File: config.mk
export PLATFORM = sky130hd
export DESIGN_NAME = otter_bpred
export DESIGN_NICKNAME = d
export VERILOG_FILES = /design/src/rtl/otter_pkg.sv /design/src/rtl/sat_ctr2.sv /design/src/rtl/otter_bpred.sv
export SDC_FILE = /design/constraint.sdc
export NUM_CORES = 1
export LEC_CHECK = 0
export BUFFER_PORTS_ARGS = -buffer_cell sky130_fd_sc_hd__buf_2
export CORE_UTILIZATION = 61
export DETAILED_ROUTE_END_ITERATION = 16
export PLACE_DENSITY_LB_ADDON = 0.25
export SYNTH_ARGS = -nofsm -noshare
export SYNTH_HDL_FRONTEND = slang
export SYNTH_HIERARCHICAL = 1
export SYNTH_SLANG_ARGS = --single-unit
File: constraint.sdc
create_clock -name CLK -period 3.75 [get_ports CLK]
set_clock_uncertainty 0.2 [all_clocks]
set_input_delay 0.1875 -clock CLK [delete_from_list [all_inputs] [get_ports CLK]]
set_output_delay 0.1875 -clock CLK [all_outputs]
set_load 0.03 [all_outputs]
File: src/rtl/otter_pkg.sv
// -----------------------------------------------------------------------------
// otter_pkg
// Shared OTTER pipeline types. This file holds the branch-predictor entry
// format and the 2-bit direction counter encodings.
//   bpCtr_t   : 2-bit saturating direction counter encoding
//   bpEntry_t : one predictor table entry (valid, tag, word target, counter)
// -----------------------------------------------------------------------------
package otter_pkg;

    // The tag field is sized for the widest legal tag. The predictor compares
    // and stores only its TAG_BITS low bits, and the unused upper bits are
    // optimised away.
    localparam int BP_TAG_W = 30;
    localparam int BP_TGT_W = 30;   // target[31:2]; targets are word aligned

    typedef enum logic [1:0] {
        CTR_SNT = 2'b00,   // strong not-taken
        CTR_WNT = 2'b01,   // weak not-taken
        CTR_WT  = 2'b10,   // weak taken
        CTR_ST  = 2'b11    // strong taken
    } bpCtr_t;

    typedef struct packed {
        logic                valid;
        logic [BP_TAG_W-1:0] tag;
        logic [BP_TGT_W-1:0] target;
        bpCtr_t              ctr;
    } bpEntry_t;

endpackage

File: src/rtl/sat_ctr2.sv
// -----------------------------------------------------------------------------
// sat_ctr2
// Computes the next state of a 2-bit saturating direction counter.
//   ctr          : current counter
//   taken        : resolved outcome (increment when 1, decrement when 0)
//   force_strong : unconditional jump, so the counter goes to strong-taken
//   ctr_next     : next counter value, saturating at 00 and 11
// -----------------------------------------------------------------------------
module sat_ctr2
    import otter_pkg::*;
(
    input  bpCtr_t ctr,
    input  logic   taken,
    input  logic   force_strong,
    output bpCtr_t ctr_next
);

    // NOTE: the default is assigned first so that every path through the
    // block drives ctr_next. This keeps the logic purely combinational and
    // prevents a latch from being inferred.
    always_comb begin
        ctr_next = ctr;
        if (force_strong) begin
            ctr_next = CTR_ST;
        end else if (taken) begin
            if (ctr != CTR_ST) ctr_next = bpCtr_t'(ctr + 2'd1);
        end else begin
            if (ctr != CTR_SNT) ctr_next = bpCtr_t'(ctr - 2'd1);
        end
    end

endmodule

File: src/rtl/otter_bpred.sv
// -----------------------------------------------------------------------------
// otter_bpred
// Direct-mapped branch target buffer with 2-bit direction counters for the
// OTTER fetch stage. It also keeps resolved-branch and mispredict statistics.
//   CLK, RST                 : clock and synchronous active-high reset
//   PRED_PC                  : fetch PC; lookup is combinational
//   PRED_HIT/TAKEN/TARGET    : lookup result and next fetch PC
//   UPD_*                    : resolved branch/jump from execute, together
//                              with the prediction it carried down the pipe
//   UPD_MISPRED              : combinational flush request
//   STAT_UPD, STAT_MISPRED   : saturating resolved / mispredict counts
// -----------------------------------------------------------------------------
module otter_bpred
    import otter_pkg::*;
#(
    parameter int ENTRIES  = 16,
    parameter int TAG_BITS = 8,
    parameter int CNT_BITS = 16
) (
    input  logic                CLK,
    input  logic                RST,
    input  logic [31:0]         PRED_PC,
    output logic                PRED_HIT,
    output logic                PRED_TAKEN,
    output logic [31:0]         PRED_TARGET,
    input  logic                UPD_EN,
    input  logic [31:0]         UPD_PC,
    input  logic                UPD_TAKEN,
    input  logic [31:0]         UPD_TARGET,
    input  logic                UPD_IS_JUMP,
    input  logic                UPD_PRED_TAKEN,
    input  logic [31:0]         UPD_PRED_TARGET,
    output logic                UPD_MISPRED,
    output logic [CNT_BITS-1:0] STAT_UPD,
    output logic [CNT_BITS-1:0] STAT_MISPRED
);

    localparam int IDX_BITS = $clog2(ENTRIES);

    // Flops rather than a RAM, so that every valid bit can clear in one cycle.
    bpEntry_t bpTable [ENTRIES];

    logic [IDX_BITS-1:0] predIdx, updIdx;
    logic [TAG_BITS-1:0] predTag, updTag;
    bpEntry_t            predEntry, updEntry;
    logic                updHit;
    bpCtr_t              updCtrNext;

    assign predIdx = PRED_PC[IDX_BITS+1:2];
    assign predTag = PRED_PC[IDX_BITS+2 +: TAG_BITS];
    assign updIdx  = UPD_PC[IDX_BITS+1:2];
    assign updTag  = UPD_PC[IDX_BITS+2 +: TAG_BITS];

    // The lookup reads the table as it stands. There is no bypass from a
    // same-cycle update, so a write becomes visible on the following cycle.
    assign predEntry   = bpTable[predIdx];
    assign PRED_HIT    = predEntry.valid && (predEntry.tag == BP_TAG_W'(predTag));
    assign PRED_TAKEN  = PRED_HIT && predEntry.ctr[1];
    assign PRED_TARGET = PRED_TAKEN ? {predEntry.target, 2'b00} : PRED_PC + 32'd4;

    assign updEntry = bpTable[updIdx];
    assign updHit   = updEntry.valid && (updEntry.tag == BP_TAG_W'(updTag));

    assign UPD_MISPRED = UPD_EN && ((UPD_TAKEN != UPD_PRED_TAKEN) ||
                                    (UPD_TAKEN && (UPD_TARGET != UPD_PRED_TARGET)));

    sat_ctr2 u_sat_ctr2 (
        .ctr          (updEntry.ctr),
        .taken        (UPD_TAKEN),
        .force_strong (UPD_IS_JUMP),
        .ctr_next     (updCtrNext)
    );

    // NOTE: reset clears only the valid bits and the counters. Tag and target
    // contents are meaningless while valid=0, so they get no reset and keep
    // plain data flops.
    always_ff @(posedge CLK) begin
        if (RST) begin
            for (int i = 0; i < ENTRIES; i++) begin
                bpTable[i].valid <= 1'b0;
                bpTable[i].ctr   <= CTR_WNT;
            end
        end else if (UPD_EN) begin
            if (updHit) begin
                bpTable[updIdx].ctr <= updCtrNext;
                if (UPD_TAKEN) bpTable[updIdx].target <= UPD_TARGET[31:2];
            end else if (UPD_TAKEN) begin
                // Direct-mapped: allocation replaces whatever lived here.
                bpTable[updIdx] <= '{valid:  1'b1,
                                     tag:    BP_TAG_W'(updTag),
                                     target: UPD_TARGET[31:2],
                                     ctr:    UPD_IS_JUMP ? CTR_ST : CTR_WT};
            end
        end
    end

    // NOTE: state flops use non-blocking assignments, so every always_ff block
    // reads pre-edge values regardless of evaluation order.
    always_ff @(posedge CLK) begin
        if (RST) begin
            STAT_UPD     <= '0;
            STAT_MISPRED <= '0;
        end else begin
            if (UPD_EN && (STAT_UPD != '1))
                STAT_UPD <= STAT_UPD + CNT_BITS'(1);
            if (UPD_MISPRED && (STAT_MISPRED != '1))
                STAT_MISPRED <= STAT_MISPRED + CNT_BITS'(1);
        end
    end

    // Low PC bits, tag-less upper PC bits and target byte offset are
    // architecturally irrelevant here.
    logic unusedBits;
    assign unusedBits = ^{PRED_PC, UPD_PC, UPD_TARGET[1:0]};

endmodule

## Word level (Yosys, flattened, before mapping)

Memories as Yosys holds them, arrays and structs flattened.
Cells that the tools add are included.

| operators by class | value |
|---|---|
| add/sub/neg operators | 5 |
| equality and inequality tests | 7 |
| mux-type cells | 26 |
| bitwise operators | 2 |
| reductions and logical operators | 10 |

Operators by type and width:

| kind | count |
|---|---|
| == test 30 x 8 -> 1 bit | 2 |
| two-way mux 41 bit | 1 |
| OR reduction 41 bit | 1 |
| adder 16 x 1 -> 16 bit (second input constant) | 2 |
| adder 32 x 3 -> 32 bit (second input constant) | 1 |
| two-way mux 32 bit | 1 |
| inequality test 16 bit (second input constant) | 2 |
| inequality test 32 bit | 1 |
| two-way mux 30 bit | 1 |
| two-way mux 1 bit | 16 |
| two-way mux 2 bit | 5 |
| two-way mux 4 bit | 2 |
| logical AND 1 bit | 7 |
| adder 2 x 1 -> 2 bit (second input constant) | 1 |
| inequality test 2 bit (second input constant) | 1 |
| bitwise OR 1 bit | 2 |
| nonzero test 2 bit | 1 |
| subtractor 2 x 1 -> 2 bit (second input constant) | 1 |
| logical OR 1 bit | 1 |
| inequality test 1 bit | 1 |

| storage, ports and cells | value |
|---|---|
| bits in registers | 32 |
| memory bits (writable) | 656 |
| input bits | 134 |
| output and inout port bits | 67 |
| logic and storage cells | 53 |
| memories kept | 1 |

Memories:

| name | depth | width | rd ports | clocked after Yosys merged registers in | wr ports | RTL line | RTL |
|---|---|---|---|---|---|---|---|
| bpTable | 16 | 41 | 2 | 0 | 16 | otter_bpred.sv:41 | `bpEntry_t bpTable [ENTRIES];` |

## Logic depth before layout (Yosys ltp)

Gate-level depths: netlist of run 1.
An unclocked memory read counts as a cell.

| depth | value |
|---|---|
| depth in word-level cells | 10 |
| gate-level depth with buffers | 13 |
| mapped depth without buffers | 9 |

## Cells and area by module

The synthesis of run 1 kept the hierarchy.

Modules (own cells, without submodules):

| module | instances | cells an instance | area each (sq um) | seq. area each (sq um) |
|---|---|---|---|---|
| otter_bpred | 1 | 1,579 | 29,699.7 | 20,179.4 |
| sat_ctr2 | 1 | 7 | 36.3 | 0.0 |

## Least setup slack after synthesis of run 1

No wires, ideal clock.

| timing path | value |
|---|---|
| path kind | in2reg |
| from | input UPD_PC[5] |
| to | memory bpTable[8][10] in the netlist's numbering, enable pin |
| library setup time | 417 ps |
| arrival | 2,749 ps |
| required time | 3,133 ps |
| setup slack | 384 ps |
| stages | 7 |
| path buffers | 4 |
| cells stage by stage | buf_2 -> buf_2 -> clkbuf_1 -> nor2b_1 -> clkbuf_1 -> nand2_1 -> nor2_1 |

RTL lines:

| item | RTL line | RTL |
|---|---|---|
| start: declaration | otter_bpred.sv:27 | `input logic [31:0] UPD_PC,` |
| end: declaration | otter_bpred.sv:41 |  |

==> qor.yml, run 1 <==
finalWirelength_mm: 73.0
cts_root_buffer: "clkbuf_16"
grtUsageTotal_pct: 29.9
cp-end-kind: "output port"
via_per_inst: 6.58
cts_buffer_depth: 3
startpoint_type: "flop"
grt_pass1_wl_mm: 107
power_density_mw_per_mm2: 475
final_layout_size_suffix_gt1_share_pct: 34.8
grt_max_degree: 82
crit_slowest_cell: "mux4_2"
syn_to_final_growth_pct: 17.0
h-tree-depth: 3
ant_nets: 0
chipHeight_um: 223
crit_path_max_incr_delay_ps: 490
synth_ff_type: "edfxtp_1"
synthArstFlopShare_pct: 0
crit_fanout: 9
setup_violations: 0
regToRegEndpoint: "bpTable[9][0]"
path_clk_slew_ps: 60
overflow: 0
synth_top_area_share_pct: 64.6
final-hold-violation-count: 0
avgSynthCellArea_um2: 18.7
leakagePower_nw: 11.7
die-area_mm2: 0.0496
grt_setup_unrepaired: "yes"
r2r_cells: 9
die_x_um: 223
cp_cell_sequence: "mux4_2, mux2i_1, xor2_1, a31oi_2, nor4_4, buf_6, buf_12, mux2_4, buf_2"
cts.sinks: 688
synth_edf_count: 640
hold_class: "in -> reg"
diodes: 0
syn-num-nets: 1723
drt_iter0_drc: 1891
rrSetupSlack_ps: 510
synthTopCellsByArea: "edfxtp_1 65%, mux4_2 16%, dfxtp_1 3.2%, mux2i_1 1.5%, xor2_1 1.5%"
dr.pass1.iters: 5
hold_path_depth: 4
irDropWorstVdd_mv: 0.454
antenna_found_initial: 1
maxCapViolCount: 0
cp.arrival_ps: 3340
drc_errors: 0
tightest_slew_ps: 832
hold_ws_ps: 85.2
r2r-start: "bpTable[5][35]"
synth_cell_types: 60
min_to: "bpTable[14][1]"
finalMaxSlewViolations: 0
outcome: "complete, no violations"
synth_seq_cells: 688
finalCritPeriodShare_pct: 99.4
cts_buffers: 69
vias: 16700
pin_count: 201
yosysSeqAreaShare_pct: 67.9
ys_warn_count: 6
crit_type: "reg -> out"
coreArea_mm2: 0.0479
min-delay-start: "UPD_TAKEN"
port_buffers: 180
yosysTopAreaCell: "edfxtp_1"
fin_nets: 2010
rows: 80
initial_core_util_pct: 62.0
gp_congestion: 0.850
max_freq_mhz: 268
finalWorstPathRequiredPeriod_ps: 3730
tritoncts: "yes"
critical_path_required_ps: 3360
avgRoutedWirePerCell_um: 28.7
insertion_delay_ps: 600
syn_inst: 1586
post-dp-hpwl_mm: 42.9
grt_pass1_vias: 17100
slew_headroom_pct: 44.4
p_total_w: 0.0165
syn-cell-area_mm2: 0.0297
-- registers in the layout (all words and copies together), names as in the netlist --
register	flops
STAT_UPD	16
STAT_MISPRED	16
bpTable	656
-- worst max-delay path by stage --
stage | end | startpoint | cells past startpoint
4_1_cts | PRED_TARGET[30] | bpTable[13][33] | 10
5_1_grt | PRED_TARGET[7] | bpTable[2][38] | 11
6_report | PRED_TARGET[7] | bpTable[15][34] | 9
3_5_place_dp | bpTable[8][1] | UPD_PC[3] | 12
2_1_floorplan | bpTable[8][10] | UPD_PC[5] | 7
3_3_place_gp | bpTable[10][0] | UPD_PC[3] | 12
-- through the flow --
stage | utilization, % | worst slack [ps] | setup TNS (ps) | std cells | cell area [µm²]
after floorplan | - | 384 | 0 | 1586 | 29700
after global placement | 66.5 | 192 | 0 | 2372 | 31900
after detailed placement | 66.5 | 93.3 | 0 | 2372 | 31900
after CTS | 72.1 | 1.25 | 0 | 2541 | 34600
after global routing | 72.6 | -59.5 | -552 | 2543 | 34800
final | 72.6 | 24.3 | 0 | 2543 | 34800
-- layout make-up --
cell class / instances / area [µm²]
sequential: 688 / 20200
multi-input combinational: 797 / 9260
fill: 2771 / 13200
tap: 615 / 769
timing repair buffer: 308 / 2320
clock inverter: 37 / 362
inverter: 9 / 33.8
clock buffer: 89 / 1860
-- layer usage --
metal / part of all wire [%] / GRT usage [%]
met5: 0 / 0
met2: 50 / 49.5
met1: 38 / 40.8
met3: 8.5 / 4.92
met4: 3.2 / 10.6
-- cell usage in the layout (no fill, tap or decap), types with 14 or more instances in the layout --
| cell type | n |
|---|---|
| clkbuf_1 | 16 |
| nand3_1 | 44 |
| nand4_1 | 24 |
| buf_12 | 18 |
| mux2_4 | 29 |
| xnor2_1 | 47 |
| nand2_1 | 46 |
| mux4_2 | 215 |
| nor2_4 | 16 |
| mux2_2 | 17 |
| clkbuf_16 | 72 |
| dlygate4sd3_1 | 40 |
| dfxtp_1 | 48 |
| buf_2 | 163 |
| mux2i_1 | 41 |
| nor2_1 | 60 |
| a21o_1 | 16 |
| nand2b_1 | 14 |
| edfxtp_1 | 640 |
| o21ai_0 | 25 |
| xor2_1 | 50 |
| buf_4 | 70 |
| nor3_1 | 30 |
-- critical path, delay by kind of cell, from the launching register on --
kind                      cells  cell delay, ps
DFF                           1             380
muxes                         3            1020
and+or+nand+nor               1             300
buffers and inverters         3             590
xor gates and xnor gates      1             270
AOI/OAI and AO/OA             1             180
-- synth_stat cells, types with 9 or more instances --
cell / n
nand2b_1: 14
nor2b_1: 14
nor3_1: 31
nor4_1: 10
o21ai_0: 25
nand3_1: 44
dfxtp_1: 48
mux4_2: 214
nand4_1: 24
edfxtp_1: 640
o22ai_1: 9
clkbuf_1: 41
buf_2: 26
buf_6: 9
a21oi_1: 16
xnor2_1: 48
mux2_4: 21
nand2_1: 47
mux2_2: 19
xor2_1: 50
nor2_1: 76
a21o_1: 16
mux2i_1: 45
-- report_power, final --
part	internal (W)	total [W]	switching [W]
logic	0.000538	0.00123	0.000696
registers	0.00845	0.00848	0.0000290
clock network	0.00395	0.00681	0.00287
total	0.0129	0.0165	0.00359
-- cells by family (layout without fill, tap and decap cells) --
logic type	Yosys count	after routing	synth area share (%)
DFF	688	688	67.9
muxes	312	312	20.3
and+or+nand+nor	289	289	4.85
buffers and inverters	101	443	1.84
xor gates and xnor gates	99	99	2.94
AOI/OAI and AO/OA	94	94	2.08
adders and majority gates	3	3	0.126
-- what timing repair did --
| item | CTS | global route |
|---|---|---|
| buffers inserted | 2 | 1 |
| endpoints found under the hold margin | 635 | 0 |
| gates cloned | 1 | 1 |
| hold buffers | 40 | 0 |
| endpoints found under the setup margin | 30 | 30 |
| gates resized for setup | 9 | 55 |
| pin swaps | 2 | 0 |
Power figures use the tool's default switching activity.
==> run 2: changes to the inputs <==
--- a/config.mk
+++ b/config.mk
@@ -6,6 +6,7 @@
 export NUM_CORES = 1
 export LEC_CHECK = 0
 export BUFFER_PORTS_ARGS = -buffer_cell sky130_fd_sc_hd__buf_2
+export CORE_MARGIN = 4
 export CORE_UTILIZATION = 61
 export DETAILED_ROUTE_END_ITERATION = 16
 export PLACE_DENSITY_LB_ADDON = 0.25
==> run 2 against run 1 <==
Effect of this change:
- the run now ends with setup timing left
- setup slack worse by 69 ps
- cell count increased by 0.24%
- worst hold slack better by 2.0 ps
- combinational power about the same
- sequential power barely moved
- design area about the same
- clock power rose by 1%
- largest cell class unchanged
- largest power group unchanged
==> qor.yml, run 2 (same netlist as run 1, synthesis figures left out) <==
initial_core_util_pct: 62.0  # unchanged
finalSetupTns_ps: -454  # -454 ps
finalWorstPathRequiredPeriod_ps: 3790  # +68.8 ps
fin_ws_ps: -44.5  # -68.8 ps
use_met2_pct: 46.4  # -3.1 points
irDropWorstVdd_mv: 0.412  # -9.4%
cts_root_buffer: "clkbuf_16"
startpoint_type: "flop"
cts.sinks: 688  # unchanged
die_x_um: 229  # +2.7%
grtUsageMet1_pct: 39.2  # -1.6 points
failed_checks: "setup timing"
via_per_inst: 6.61  # +0.50%
post-dp-hpwl_mm: 43.7  # +1.8%
placed_cells: 2373  # +0.042%
pin_count: 201  # unchanged
hold_class: "in -> reg"
nFillCells: 2754  # -0.61%
final_common_cell: "edfxtp_1"
min-delay-start: "UPD_TAKEN"
final_layout_size_suffix_gt1_share_pct: 34.7  # -0.072 points
chipHeight_um: 229  # +2.7%
fin_area_mm2: 0.0348  # about the same
power_density_mw_per_mm2: 477  # +0.39%
outcome: "finished with violations"
layout_common_cells: "640 x edfxtp_1, 214 x mux4_2, 146 x buf_2"
coreArea_mm2: 0.0479  # unchanged
tritoncts: "yes"
cts_buffer_depth: 3  # unchanged
die-area_mm2: 0.0523  # +5.5%
grt_busiest_layer: "met2"
cp-end-kind: "output port"
overflow: 0  # unchanged
crit_type: "reg -> out"
insertion_delay_ps: 620  # +20 ps
rows: 80  # unchanged
r2r-start: "bpTable[7][34]"
leakagePower_nw: 11.7  # +0.29%
h-tree-depth: 3  # unchanged
finalWirelength_mm: 74.5  # +2.0%
finalMaxSlewViolations: 0  # unchanged
min_to: "bpTable[12][1]"
cp.arrival_ps: 3410  # +70 ps
finalCritPeriodShare_pct: 101  # +1.8 points
setup_violations: 22  # +22
p_switching_w: 0.00364  # +1.3%
path_clk_slew_ps: 60  # about the same
comb_power_share_pct: 7.5  # about the same
dpl-instance-area_mm2: 0.0318  # -0.33%
r2r_cells: 9  # unchanged
antenna_found_initial: 4  # +3
fin_nets: 2012  # +0.10%
p_sw_share_pct: 21.9  # +0.17 points
drc_errors: 0  # unchanged
largest_reg_flops: 656  # unchanged
grt_pass1_vias: 17300  # +1.1%
crit_path_max_incr_delay_ps: 490  # about the same
grtUsageTotal_pct: 28.6  # -1.4 points
regMostFlops: "bpTable"
hold_path_depth: 4  # unchanged
p_seq_share_pct: 51.1  # -0.2 points
instances_no_fill: 2549  # +0.24%
p_total_w: 0.0166  # +0.47%
tightest_slew_ps: 851  # +19.9 ps
rrSetupSlack_ps: 580  # +70 ps
max_freq_mhz: 264  # -1.8%
grt_max_degree: 86  # +4.9%
drt_iter0_drc: 2116  # +12%
ant_nets: 0  # unchanged
intPower_w: 0.0130  # +0.25%
avgRoutedWirePerCell_um: 29.2  # +1.8%
p_clk_share_pct: 41.4  # +0.2 points
critical_path_required_ps: 3360  # about the same
cts_buffers: 70  # +1.4%
regToRegEndpoint: "bpTable[11][0]"
grt_setup_unrepaired: "yes"
syn_to_final_growth_pct: 17.1  # about the same
reg.largest.list: "bpTable: 656 flops, STAT_MISPRED: 16 flops, STAT_UPD: 16 flops"
crit_fanout: 10  # +1
place_ws_ps: 69.0  # -24.4 ps
grt_pass1_wl_mm: 111  # +3.5%
maxCapViolCount: 0  # unchanged
grt_util_met3_pct: 6.31  # +1.4 points
cp_common_cell: "buf_6"
port_buffers: 180  # unchanged
gp_congestion: 0.851  # about the same
final-hold-violation-count: 0  # unchanged
crit_slowest_cell: "mux4_2"
dr.pass1.iters: 5  # unchanged
slew_headroom_pct: 43.0  # -1.3 points
cp_cell_sequence: "mux4_2, mux2i_2, xor2_1, a31oi_1, nor4_4, buf_6, buf_12, mux2_4, buf_6"
vias: 16900  # +0.74%
run 2: cell types whose count changed in the layout (fill, tap and decap cells not counted), sizes merged:
cell	change
bufinv	+1
buf	+1
inv	+2
diode	+2
clkinvlp	-2
clkinv	+1
clkbuf	+1
run 2: worst max path at each step:
stage                          from         endpoint  depth (start not counted)
detailed placement       PRED_PC[3]  PRED_TARGET[28]                         11
floorplan                 UPD_PC[5]   bpTable[8][10]                          7
global route         bpTable[2][38]  PRED_TARGET[10]                         11
global placement         PRED_PC[3]  PRED_TARGET[28]                         11
finish              bpTable[13][34]   PRED_TARGET[7]                          9
CTS                  bpTable[2][38]  PRED_TARGET[28]                         11
run 2: cell type report:
class | count | area, µm² | area share [%]
Antenna cell | 2 | 5.00 | 0.0144
Clock buffer | 90 | 1830 | 5.25
Clock inverter | 39 | 427 | 1.23
Inverter | 9 | 33.8 | 0.0970
Multi-Input combinational cell | 797 | 9240 | 26.5
Sequential cell | 688 | 20200 | 58.0
Tap cell | 615 | 769 | 2.21
Timing Repair Buffer | 309 | 2330 | 6.71
run 2: power by group through the flow:
stage          Clock [W]  Sequential [W]  Combinational, W
2_1_floorplan          0         0.00864          0.000708
3_3_place_gp           0         0.00864           0.00113
3_5_place_dp           0         0.00864           0.00115
4_1_cts          0.00695         0.00848           0.00123
5_1_grt          0.00733         0.00848           0.00132
6_report         0.00688         0.00848           0.00125
run 2: worst max-delay path, delay by kind of cell (launching register included):
family | cells | cell delay [ps]
muxes | 3 | 1140
xor gates and xnor gates | 1 | 180
AOI/OAI and AO/OA | 1 | 190
DFF | 1 | 400
buffers and inverters | 3 | 530
and+or+nand+nor | 1 | 340
run 2: stage by stage:
step           util, %  hold WS (ps)
2_1_floorplan        -          86.4
3_3_place_gp      66.3           256
3_5_place_dp      66.3           262
4_1_cts           72.3          70.0
5_1_grt           72.6           110
6_report          72.6          87.2
run 2: routing by layer:
layer | vias up | wire [µm]
met4 | 4 | 2920
met3 | 163 | 7550
met1 | 8643 | 27000
met5 | - | 27
li1 | 7078 | -
met2 | 972 | 36900
run 2: what timing repair did:
item | 4_1_cts | 5_1_grt
hold buffers | 40 | 0
hold endpoints to repair | 635 | 0
pin swaps | 1 | 4
setup endpoints to repair | 30 | 32
buffers inserted | 2 | 1
gates resized for setup | 63 | 27
gates cloned | 1 | 1
==> run 3: changes to the inputs <==
--- a/config.mk
+++ b/config.mk
@@ -7,7 +7,8 @@
 export LEC_CHECK = 0
 export BUFFER_PORTS_ARGS = -buffer_cell sky130_fd_sc_hd__buf_2
 export CORE_MARGIN = 4
-export CORE_UTILIZATION = 61
+export CORE_UTILIZATION = 63
+export CTS_BUF_LIST = sky130_fd_sc_hd__clkbuf_8
 export DETAILED_ROUTE_END_ITERATION = 16
 export PLACE_DENSITY_LB_ADDON = 0.25
 export SYNTH_ARGS = -nofsm -noshare
==> run 3 against run 2 <==
Effect of this change:
- the flow still finishes with violations (setup timing)
- clock-buffer cell count up 23
- critical path depth up 3
- sequential share of layout area down 0.12 points
- critical endpoint is now PRED_TARGET[5]
==> qor.yml, run 3 (same netlist as run 1, synthesis figures left out) <==
die-area_mm2: 0.0507  # -3.1%
finalWirelength_mm: 74.2  # -0.38%
grt_pass1_wl_mm: 111  # +0.29%
layout_common_cells: "640 x edfxtp_1, 214 x mux4_2, 144 x buf_2"
setup_violations: 32  # +45%
finalMaxSlewViolations: 0  # unchanged
port_buffers: 180  # unchanged
pin_count: 201  # unchanged
placed_cells: 2370  # -0.13%
drc_errors: 0  # unchanged
fin_nets: 2076  # +3.2%
critical_path_required_ps: 3360  # about the same
cp.arrival_ps: 3510  # +100 ps
max_freq_mhz: 257  # -2.7%
place_ws_ps: 179  # +110 ps
final-hold-violation-count: 0  # unchanged
cp-end-kind: "output port"
gp_congestion: 0.845  # -0.63%
die_x_um: 225  # -1.5%
syn_to_final_growth_pct: 17.3
cts_root_buffer: "clkbuf_8"
power_density_mw_per_mm2: 445  # -6.7%
overflow: 0  # unchanged
failed_checks: "setup timing"
hold_class: "in -> reg"
crit_type: "reg -> out"
ant_nets: 0  # unchanged
avgRoutedWirePerCell_um: 28.2  # -3.6%
final_util_pct: 74.9  # +2.3 points
maxCapViolCount: 0  # unchanged
h-tree-depth: 3  # unchanged
hold_ws_ps: 103  # +16.1 ps
vias: 17200  # +1.9%
startpoint_type: "flop"
coreArea_mm2: 0.0466  # -2.9%
regMostFlops: "bpTable"
reg.largest.list: "bpTable: 656 flops, STAT_MISPRED: 16 flops, STAT_UPD: 16 flops"
tritoncts: "yes"
irDropWorstVdd_mv: 0.376  # -8.6%
dr.pass1.iters: 6  # +1
fin_ws_ps: -148  # -104 ps
largest_reg_flops: 656  # unchanged
slew_headroom_pct: 44.1  # +1.1 points
finalCritPeriodShare_pct: 104  # +2.8 points
drt_iter0_drc: 2317  # +9.5%
chipHeight_um: 225  # -1.5%
antenna_found_initial: 3  # -1
cts_buffer_depth: 3  # unchanged
path_clk_slew_ps: 70  # about the same
grtUsageTotal_pct: 29.8  # +1.2 points
grt_max_degree: 70  # -19%
final_layout_size_suffix_gt1_share_pct: 36.5  # +1.8 points
grt_pass1_vias: 17600  # +2.2%
via_per_inst: 6.52  # -1.4%
leakagePower_nw: 12.0  # +2.2%
grt_setup_unrepaired: "yes"
cts.sinks: 688  # unchanged
post-dp-hpwl_mm: 44.0  # +0.73%
crit_fanout: 5  # -5
rows: 79  # -1.3%
instances_no_fill: 2633  # +3.3%
final_common_cell: "edfxtp_1"
outcome: "finished with violations"
tightest_slew_ps: 832  # -19.6 ps
initial_core_util_pct: 63.9  # +1.9 points
cts_buffers: 106  # +51%
insertion_delay_ps: 700  # +80 ps
finalWorstPathRequiredPeriod_ps: 3900  # +104 ps
## run 3: worst paths after layout
path / start / endpoint / slack, ps / cells after the start
setup / recovery: bpTable[0][38] / PRED_TARGET[5] / -150 / 12
hold / removal: UPD_PRED_TAKEN / STAT_MISPRED[11] / 100 / 5
setup reg to reg: bpTable[10][34] / bpTable[12][1] / 120 / 13
hold reg to reg: bpTable[8][40] / bpTable[8][40] / 280 / 1
## run 3: timing repair
action	4_1_cts	5_1_grt
hold buffers	44	0
pin swaps	6	3
setup endpoints to repair	32	35
gates resized for setup	65	51
gates cloned	3	1
endpoints found under the hold margin	656	0
buffers inserted	10	13
## run 3: layout make-up
cell class	instances	area, µm²
clock buffers	113	1560
repair buffers	337	2670
fillers	2587	11700
clock inverters	80	418
well taps	607	759
multi-input cells	797	9270
diodes	2	5.00
flip-flops and latches	688	20200
inverters	9	33.8
## run 3: routing by layer
| metal | global-route usage [%] | vias up | wire length (µm) |
|---|---|---|---|
| met5 | 0 | - | 13 |
| met4 | 10.3 | 2 | 2400 |
| met3 | 5.81 | 140 | 7310 |
| met2 | 48.0 | 1050 | 37300 |
| met1 | 41.8 | 8759 | 27100 |
| li1 | - | 7229 | - |
## run 3: metrics by stage
stage | instance area (µm²) | total power (W) | TNS (ps)
floorplan | 29700 | 0.00935 | 0
global placement | 31900 | 0.00976 | 0
detailed placement | 31900 | 0.00980 | 0
CTS | 34700 | 0.0156 | -2620
global route | 34900 | 0.0161 | -7910
finish | 34900 | 0.0155 | -3190
## run 3: power by group
| part | switching [W] | leakage [nW] | total [W] | internal (W) |
|---|---|---|---|---|
| logic | 0.000702 | 4.65 | 0.00127 | 0.000570 |
| registers | 0.0000295 | 6.17 | 0.00848 | 0.00846 |
| clock network | 0.00284 | 1.17 | 0.00578 | 0.00294 |
| total | 0.00357 | 12.0 | 0.0155 | 0.0120 |
## run 3: critical path, stage by stage, from the launching register on
cell,delay [ps]
edfxtp_1,400
mux4_2,460
nor2b_4,140
a211oi_2,210
a21oi_2,100
xnor2_2,220
nand4_2,150
nor4_4,170
buf_6,210
buf_12,140
buf_16,130
mux2_4,320
buf_6,140
